`config.mk`:
```
export PLATFORM = sky130hd
export DESIGN_NAME = piso_shifter
export DESIGN_NICKNAME = d
export VERILOG_FILES = /design/src/rtl/piso_shifter.sv
export SDC_FILE = /design/constraint.sdc
export NUM_CORES = 1
export LEC_CHECK = 0
export CAP_MARGIN = 20
export CORE_MARGIN = 4
export CORE_UTILIZATION = 38
export CTS_BUF_LIST = sky130_fd_sc_hd__clkbuf_16
export CTS_CLUSTER_SIZE = 14
export DETAILED_ROUTE_END_ITERATION = 8
export REMOVE_ABC_BUFFERS = 1
export SETUP_SLACK_MARGIN = 0.3
export SYNTH_ARGS = -nofsm -noshare
export SYNTH_HDL_FRONTEND = slang
export SYNTH_SLANG_ARGS = --single-unit
export TNS_END_PERCENT = 1
```
`constraint.sdc`:
```
create_clock -name clk -period 3.55 [get_ports clk]
set_input_delay 0.355 -clock clk [delete_from_list [all_inputs] [get_ports clk]]
set_output_delay 0.355 -clock clk [all_outputs]
set_load 0.02 [all_outputs]
```
`src/rtl/piso_shifter.sv`:
```
// Parallel-in / serial-out shifter with valid/ready handshakes on both sides.
// A word is accepted in IDLE, or on the cycle that its predecessor's last bit
// leaves, so back-to-back words stream with no bubble between them.
module piso_shifter #(
  parameter int WIDTH     = 8,
  parameter bit LSB_FIRST = 1'b1
) (
  input  logic             clk,
  input  logic             rst_n,
  input  logic             in_valid,
  output logic             in_ready,
  input  logic [WIDTH-1:0] in_data,
  output logic             out_valid,
  input  logic             out_ready,
  output logic             out_bit,
  output logic             out_last
);

  localparam int CW = $clog2(WIDTH);
  localparam logic [CW-1:0] CNT_LOAD = CW'(WIDTH - 1);
  localparam logic [CW-1:0] CNT_ONE  = CW'(1);

  typedef enum logic {
    IDLE  = 1'b0,
    SHIFT = 1'b1
  } state_t;

  state_t           state;
  logic [CW-1:0]    cnt;
  logic [WIDTH-1:0] shreg;
  logic [WIDTH-1:0] shreg_next;

  // Shift register advanced one position toward the output end.
  assign shreg_next = LSB_FIRST ? (shreg >> 1) : (shreg << 1);

  // The serial bit is taken straight from the output end of the register.
  assign out_bit = LSB_FIRST ? shreg[0] : shreg[WIDTH-1];

  // A new word can enter in IDLE or while the last bit is being consumed.
  assign in_ready = (state == IDLE) || (out_last && out_ready);

  // Handshake FSM: loads words, shifts on each bit transfer, chains words.
  always_ff @(posedge clk or negedge rst_n) begin
    if (!rst_n) begin
      state     <= IDLE;
      cnt       <= '0;
      shreg     <= '0;
      out_valid <= 1'b0;
      out_last  <= 1'b0;
    end else begin
      // NOTE: every register here uses <= so all updates see pre-edge values.
      case (state)
        IDLE: begin
          if (in_valid) begin
            state     <= SHIFT;
            shreg     <= in_data;
            cnt       <= CNT_LOAD;
            out_valid <= 1'b1;
            out_last  <= 1'b0;
          end
        end
        SHIFT: begin
          if (out_ready) begin
            if (cnt != '0) begin
              shreg    <= shreg_next;
              cnt      <= cnt - CNT_ONE;
              out_last <= (cnt == CNT_ONE);
            end else if (in_valid) begin
              shreg    <= in_data;
              cnt      <= CNT_LOAD;
              out_last <= 1'b0;
            end else begin
              state     <= IDLE;
              out_valid <= 1'b0;
              out_last  <= 1'b0;
            end
          end
        end
        default: begin
          state     <= IDLE;
          out_valid <= 1'b0;
          out_last  <= 1'b0;
        end
      endcase
    end
  end

endmodule

```
==> metrics, run 1 <==
status complete, no violations; Sink Count 14; Final Slew Violations 0; CTS tree done; Avg Synthesized Cell Area 10.8 sq um; Crit path max-delay family buffers and inverters; H-tree depth 1; final worst clock skew 0.00223 ns; Vias 555; reg2reg end shreg[5]$_DFFE_PN0P_; Post-synth top flop dfrtp_1; Seq/Total Area, Yosys 48.3%; r2r startpoint cnt[0]$_DFFE_PN0P_; Clock Pin Slew Worst Setup and Hold Paths 0.04 ns; Fmax 489 MHz; Final period util 57.6%; Largest stage delay, worst path 0.61 ns; Mapped Area 726 sq um; ANT nets after route 0; Cell variety after synth 26; First DRT Iteration DRCs 1; Slowest-stage cell, CP clkdlybuf4s50_1; largest cells by area after synthesis dfrtp_1 48%, o221a_1 7.8%, ha_1 5.2%; total CTS buffers 3; crit path kind input pin to output port; die width ~52 microns; hold_buf cts 0; DRT Pass-1 Iters 2; Slew HR 59.0%; Worst Path Max Fanout 7; Vias/cell just over 5; CTS root buf clkbuf_16; R2R cell count 5; clock buffer depth 2; setup TNS 0 ns; worst setup path endpoint in_ready; Max Cap Viol 0; initial antenna violation count 0; Post-DP HPWL 1040 microns; worst slew pin tran 0.613 ns; cells after synthesis 67; number of synthesized flops with an enable pin 0; area of the die 0.00267 sq mm; crit path cell chain clkdlybuf4s50_1 > nand2_1 > nand2_1 > clkdlybuf4s50_1; vias in the first global route 563; Layout area overhead 33.8%; RSZ-0062 raised after global routing no; share of the synthesized area in the top cell type 48.3%; Fin. Hold Viols 0; Critical Path RT 3.19 ns; Ant. Diodes 0; CP Buf/Inv Count 2; reg-to-reg slack, setup 1.82 ns; fraction of layout cells with a size suffix above 1 under 10%; # IOs 16; Peak VDD IR about 370 uV; Leakage just over 0.4 nW; post-route total power 676 uW; ys async rst share 100%; pre-CTS setup slack between 1.5 and 2 ns; largest net degree at the start of global routing 15; Die Y around 52 microns; Routed Wire Length 1510 microns; # resized after CTS 0; yosys warns 0; Residual DRC 0; # setup viols final 0; Crit path depth 4; crit path launch out_ready; PwrDens 696 mW/mm^2; Initial Util 41.1%; post-CTS setup buffer count 0; final setup margin approximately 1.5 ns; Rows 15; area leader, netlist dfrtp_1; Setup crit end kind output port; remaining global-route overflow 0; fin nets ~100; Post-synth top cells 14 x dfrtp_1, 6 x nand2_1, 5 x o21ai_0, 5 x o221a_1, 5 x or3_1; Total Routing Usage GR 13.0%; post-layout minimum cycle time 2.04 ns; worst endpoint data arrival time approximately 1.7 ns; Core Region 0.00176 sq mm; crit start category input pin; HP Class register to register; per-cell routed wire length between 10 and 15 microns; Routability Congestion 0.728; FF+latch count, synth 14; IO buf count 15; first-pass GRT wire length 2500 microns; worst skew pair latency 0.24 ns; top-count cell post-synth dfrtp_1
-- cell usage in the layout, fill, tap and decap left out, drive strengths merged --
| cell | n |
|---|---|
| clkbuf | 3 |
| nand2 | 6 |
| ha | 3 |
| o221a | 5 |
| clkinv | 1 |
| a22oi | 1 |
| nor3b | 2 |
| or3 | 5 |
| nor2b | 3 |
| nand2b | 1 |
| dfrtp | 14 |
| a22o | 1 |
| clkdlybuf4s50 | 15 |
| nand3b | 1 |
| o21a | 1 |
| mux2 | 1 |
| nor2 | 3 |
| a21boi | 1 |
| a21o | 1 |
| inv | 2 |
| a2bb2oi | 1 |
| o21ai | 6 |
| nor4bb | 1 |
| a221o | 2 |
| a21bo | 1 |
| a21oi | 1 |
| o22a | 1 |
-- area by class of cell --
class | count | area (sq um)
inverter | 2 | 7.51
clock inverter | 1 | 3.75
timing repair buffer | 15 | 150
multi-input combinational | 48 | 353
fill | 166 | 793
clock buffer | 3 | 75.1
sequential | 14 | 350
tap | 25 | 31.3
-- registers in the layout (all words and copies together) (netlist names) --
| register | count |
|---|---|
| cnt | 3 |
| out_last | 1 |
| out_valid | 1 |
| shreg | 8 |
| state | 1 |
-- power breakdown --
part / total (mW) / leakage, nW / switching [mW] / internal [mW]
clock network: 0.213 / 0.0385 / 0.0643 / 0.149
logic: 0.211 / 0.197 / 0.0982 / 0.113
registers: 0.251 / 0.167 / 0.0362 / 0.215
total: 0.676 / 0.402 / 0.199 / 0.477
-- how the worst min path moves through the flow --
stage                    startpoint              endpoint  slack [ns]  cells after the start
2_1_floorplan                 rst_n    cnt[0]$_DFFE_PN0P_        0.06                      0
3_3_place_gp   shreg[7]$_DFFE_PN0P_  shreg[7]$_DFFE_PN0P_        0.49                      1
3_5_place_dp   shreg[7]$_DFFE_PN0P_  shreg[7]$_DFFE_PN0P_        0.48                      1
4_1_cts        shreg[7]$_DFFE_PN0P_  shreg[7]$_DFFE_PN0P_        0.50                      1
5_1_grt        shreg[6]$_DFFE_PN0P_  shreg[6]$_DFFE_PN0P_        0.53                      1
6_report       shreg[7]$_DFFE_PN0P_  shreg[7]$_DFFE_PN0P_        0.49                      1
-- cells by family after synthesis --
logic type | count (synthesis) | share of synthesized area, %
flops | 14 | 48.3
compound gates | 22 | 25.0
mux | 1 | 1.55
simple gates | 22 | 16.9
fa+ha+maj | 3 | 5.17
buf+inv | 5 | 3.10
-- worst register-to-register path, stage by stage, from the launching register on --
cell and delay (ns):
dfrtp_1 0.40, inv_1 0.09, ha_1 0.25, nor2b_1 0.48
nor3b_1 0.11, a221o_1 0.28
-- layer usage --
metal	wire [microns]	vias to the layer above	GRT usage, %
li1	-	286	-
met1	711	258	16.5
met2	711	9	19.5
met3	75	2	5.44
met4	14	0	5.24
met5	0	-	0
-- stage by stage --
| step | utilization, % | area, sq um | hold slack, ns | std cells |
|---|---|---|---|---|
| after floorplan | - | 711 | 0.0594 | 64 |
| after global placement | 50.6 | 892 | 0.486 | 104 |
| after detailed placement | 50.6 | 892 | 0.484 | 104 |
| after CTS | 55.0 | 971 | 0.496 | 108 |
| after global routing | 55.0 | 971 | 0.529 | 108 |
| final | 55.0 | 971 | 0.489 | 108 |
(Power assumes the default switching activity.)
==> run 2, diff against run 1 <==
==> constraint.sdc (replaced) <==
create_clock -name clk -period 1.9 [get_ports clk]
set_input_delay 0.19 -clock clk [delete_from_list [all_inputs] [get_ports clk]]
set_output_delay 0.19 -clock clk [all_outputs]
set_load 0.02 [all_outputs]
==> run 2 against run 1 <==
Clock-buffer cell count is the same. Global-route usage shrank 0.38 points. First-iteration DRC count grew to 10 times the previous value. Sequential cell count is the same. Core utilization grew 2.3 points. Combinational power grew 120%.
==> metrics, run 2 (synthesis gave the netlist of run 1 again) <==
crit path launch cnt[0]$_DFFE_PN0P_; CTS root buf clkbuf_16; Critical Path RT around 2.0 ns; HP Class input pin to async pin; Residual DRC 0; gr busiest metal met2; Setup crit end kind register; Rows 15; Layout area overhead 39.3%; PwrDens around 1300 mW/mm^2; worst slew pin tran 0.649 ns; post-layout minimum cycle time 1.55 ns; # setup viols final 0; Routed Wire Length 1480 microns; r2r startpoint cnt[0]$_DFFE_PN0P_; CTS tree done; IO buf count 15; Slew HR between 50% and 60%; Clock Pin Slew Worst Setup and Hold Paths approximately 0.04 ns; area of the die 0.00267 sq mm; H-tree depth 1; total CTS buffers 3; Leakage ~0.43 nW; setup TNS 0 ns; Finished Cell Area 0.00101 sq mm; # IOs 16; Core Region roughly 0.0018 sq mm; First DRT Iteration DRCs 10; hold_buf cts 0; fraction of layout cells with a size suffix above 1 12.8%; Ant. Diodes 0; Initial Util 41.1%; Largest Register shreg; remaining global-route overflow 0; # fillers 159; final worst clock skew 0.00215 ns; Peak VDD IR just over 900 uV; crit start category register; first-pass GRT wire length 2490 microns; Fmax 643 MHz; final setup margin approximately 0.35 ns; Vias/cell 5.24; Post-DP Area around 910 sq um; ANT nets after route 0; Post-DP HPWL 1070 microns; initial antenna violation count 0; top flop regs shreg: 8 flops, cnt: 3 flops; commonest non-fill, non-tap cells in the layout 14 x dfrtp_1, 14 x clkdlybuf4s50_1, 6 x nand2_1; Die Y approximately 52 microns; Vias 582; pre-CTS setup slack 0.191 ns; Routability Congestion 0.727; met2 track utilization from global routing 20.1%; Final period util 81.8%; grt met1 use 16.6%; placed insts 106; worst endpoint data arrival time 1.67 ns; hold_ws between 0.3 and 0.4 ns; Storage cell area 350 sq um; Total Routing Usage GR 12.6%; Fin. Hold Viols 0; vias in the first global route 513; Worst Path Max Fanout 7; Post-Layout Cell Count 111; RSZ-0062 raised after global routing no; largest net degree at the start of global routing 15; Final Slew Violations 0; crit path kind register to register; M3 GR Usage under 10%; fin nets 103; worst skew pair latency roughly 0.24 ns; Sink Count 14; die width 51.7 microns; clock buffer depth 2; per-cell routed wire length 13.4 microns; status complete, no violations; Max Cap Viol 0; max FFs per register 8; multi-input combinational cell area 368 sq um; DRT Pass-1 Iters 4
[run 2: stage by stage]
stage	power (mW)	util (%)
2_1_floorplan	0.732	-
3_3_place_gp	0.870	51.4
3_5_place_dp	0.875	51.4
4_1_cts	1.27	55.6
5_1_grt	1.40	57.3
6_report	1.31	57.3
[run 2: cell type report]
class                           instances  share of cell area (%)
Timing Repair Buffer                   19                    17.7
Tap cell                               25                    3.09
Inverter                                2                   0.743
Multi-Input combinational cell         48                    36.4
Clock buffer                            3                    7.43
Sequential cell                        14                    34.7
[run 2: report_power, final]
group | switching, mW | internal [mW] | total, mW
Combinational | 0.200 | 0.257 | 0.457
Sequential | 0.0666 | 0.402 | 0.469
Clock | 0.107 | 0.274 | 0.381
Total | 0.374 | 0.934 | 1.31
[run 2: timing repair]
action | CTS | global route
setup endpoints to repair | 6 | 9
endpoints found under the hold margin | 0 | 0
pin swaps | 0 | 0
setup buffers | 0 | 2
resized for setup | 1 | 3
[run 2: worst paths after layout]
check | slack [ns] | to | depth (start not counted)
min in group clk | 0.50 | shreg[5]$_DFFE_PN0P_ | 1
worst min-delay path | 0.36 | out_valid$_DFFE_PN0P_ | 1
max in group asynchronous | 1.13 | shreg[3]$_DFFE_PN0P_ | 1
worst min register to register | 0.50 | shreg[5]$_DFFE_PN0P_ | 1
worst max-delay path | 0.35 | shreg[2]$_DFFE_PN0P_ | 6
worst max register to register | 0.35 | shreg[2]$_DFFE_PN0P_ | 6
[run 2: per-layer routing]
| metal | up-vias | wire (microns) | share of wire, % |
|---|---|---|---|
| met4 | 0 | 9 | 0.61 |
| met5 | - | 0 | 0 |
| li1 | 289 | - | - |
| met2 | 12 | 687 | 46 |
| met1 | 279 | 689 | 46 |
| met3 | 2 | 97 | 6.5 |
[run 2: worst max-delay path, stage by stage, from the launching register on]
cell	delay, ns
dfrtp_1	0.37
inv_1	0.10
ha_4	0.19
nor2b_2	0.16
buf_4	0.16
or3_1	0.33
o221a_1	0.12
==> run 3, diff against run 2 <==
--- a/config.mk
+++ b/config.mk
@@ -11,6 +11,7 @@
 export CTS_BUF_LIST = sky130_fd_sc_hd__clkbuf_16
 export CTS_CLUSTER_SIZE = 14
 export DETAILED_ROUTE_END_ITERATION = 8
+export PLACE_DENSITY = 0.65
 export REMOVE_ABC_BUFFERS = 1
 export SETUP_SLACK_MARGIN = 0.3
 export SYNTH_ARGS = -nofsm -noshare
==> constraint.sdc (replaced) <==
create_clock -name clk -period 1.29 [get_ports clk]
set_input_delay 0.129 -clock clk [delete_from_list [all_inputs] [get_ports clk]]
set_output_delay 0.129 -clock clk [all_outputs]
set_load 0.02 [all_outputs]
==> run 3 against run 2 <==
The run now ends with negative setup slack left. Sequential cell count did not move. Combinational power grew 89%. Final cell count is 12% higher. Critical path depth unchanged. Via count up 6.5%. Clock-buffer cell count stayed put. Clock skew increased by 0.0013 ns. Wire length is 9.0% higher. Register-to-register slack got worse by 0.47 ns. Critical path type unchanged. Critical endpoint is now shreg[4]$_DFFE_PN0P_. Highest routed layer is now met3.
==> metrics, run 3 (synthesis gave the netlist of run 1 again) <==
crit start category register; worst slew pin tran 0.236 ns; net load switching power around 640 uW; Critical Path RT about 1.4 ns; placed insts between 100 and 150; most common cell after layout, fill and taps aside dfrtp_1; PwrDens 1890 mW/mm^2; Final period util 109%; Worst Path Max Fanout 5; hold_ws 0.194 ns; commonest non-fill, non-tap cells in the layout 14 x dfrtp_1, 13 x buf_4, 10 x clkdlybuf4s50_1; first-pass GRT wire length 2810 microns; # fillers 160; Post-DP HPWL 1110 microns; combinational power share 40.4%; # setup viols final 8; CTS tree done; per-cell routed wire length around 13 microns; Residual DRC 0; die width roughly 52 microns; clock buffer depth 2; Core Region between 0.0015 and 0.002 sq mm; Ant. Diodes 0; HP Class input pin to async pin; fin nets ~120; Routability Congestion a little over 0.7; initial antenna violation count 0; Sink Count 14; DRT Pass-1 Iters 4; top flop regs shreg: 8 flops, cnt: 3 flops; area of the die 0.00267 sq mm; worst skew pair latency 0.24 ns; Leakage 0.497 nW; vias in the first global route 624; Slew HR 84.1%; post-layout minimum cycle time 1.41 ns; H-tree depth 1; First DRT Iteration DRCs 5; IO buf count 15; Routed Wire Length 1620 microns; ANT nets after route 0; Peak VDD IR 1150 uV; # IOs 16; Die Y 51.7 microns; CTS root buf clkbuf_16; Clock Pin Slew Worst Setup and Hold Paths about 0.050 ns; post-route total power approximately 2.1 mW; remaining global-route overflow 0; status finished with violations; pre-CTS setup slack -0.265 ns; multi-input combinational cell area 404 sq um; Vias 620; Post-Layout Cell Count 124; final worst clock skew 0.00349 ns; Total Routing Usage GR 14.0%; sequential share of power 32.2%; Post-DP Area 990 sq um; failing checks negative setup slack; Fmax 708 MHz; final setup margin -0.122 ns; Vias/cell 5.00; Storage cell area between 300 and 400 sq um; Cell Int Power 1.50 mW; Initial Util 41.1%; total CTS buffers 3; crit path kind register to register; sw frac between 20 and 30%; Fin. Hold Viols 0; Layout area overhead 56.0%; Max Cap Viol 0; Clk pwr share 27.4%; fraction of layout cells with a size suffix above 1 33.3%; RSZ-0062 raised after global routing yes; worst endpoint data arrival time around 1.5 ns; Finished Cell Area 0.00113 sq mm; Final Slew Violations 0; hold_buf cts 0; Rows 15; Largest Register shreg; max FFs per register 8; largest net degree at the start of global routing 15; Setup crit end kind register
run 3: cell count changes in the layout (fill, tap and decap cells not counted), sizes merged:
cell / change
buf: +16
clkinv: +1
clkdlybuf4s50: -4
run 3: final timing paths:
path                                            from                   end  slack [ns]  cells after the start
worst max register to register    cnt[0]$_DFFE_PN0P_  shreg[4]$_DFFE_PN0P_       -0.12                      6
max in group asynchronous                      rst_n  shreg[1]$_DFFE_PN0P_        0.92                      2
worst max-delay path              cnt[0]$_DFFE_PN0P_  shreg[4]$_DFFE_PN0P_       -0.12                      6
min in group clk                           out_ready  out_last$_DFFE_PN0P_        0.48                      4
worst min register to register  shreg[7]$_DFFE_PN0P_  shreg[7]$_DFFE_PN0P_        0.51                      1
worst min-delay path                           rst_n    cnt[2]$_DFFE_PN0P_        0.19                      2
run 3: power groups by stage:
stage / clock network (mW) / logic, mW / registers [mW]
floorplan: 0 / 0.378 / 0.700
global placement: 0 / 0.702 / 0.683
detailed placement: 0 / 0.713 / 0.683
CTS: 0.597 / 0.827 / 0.686
global route: 0.618 / 0.961 / 0.716
finish: 0.587 / 0.864 / 0.689
run 3: metrics by stage:
step	TNS, ns	utilization, %
after floorplan	-1.07	-
after global placement	-1.77	56.1
after detailed placement	-1.99	56.1
after CTS	-0.512	63.1
after global routing	-1.38	64.2
final	-0.748	64.2
run 3: critical path, stage by stage, from the launching register on:
cell and delay [ns]:
dfrtp_1 0.36, inv_2 0.06, ha_4 0.16, nor2b_4 0.13, buf_6 0.12, or3_1 0.33
o221a_1 0.13
run 3: area by class of cell:
type                    instances  share of cell area, %
inverters                       2                  0.663
repair buffers                 31                   23.0
clock inverters                 1                  0.331
multi-input cells              48                   35.7
well taps                      25                   2.76
clock buffers                   3                   6.63
flip-flops and latches         14                   30.9
run 3: repair_timing:
item                                    in CTS  in global routing
gates cloned                                 1                  0
pin swaps                                    9                  4
endpoints found under the setup margin      18                 16
setup buffers                                1                  1
gates resized for setup                     33                  5
run 3: routing by layer:
layer	track usage, %	wire length [microns]	up-vias
li1	-	-	313
met3	6.59	127	0
met2	23.3	763	18
met1	16.6	727	289
met4	2.62	0	0
met5	0	0	-
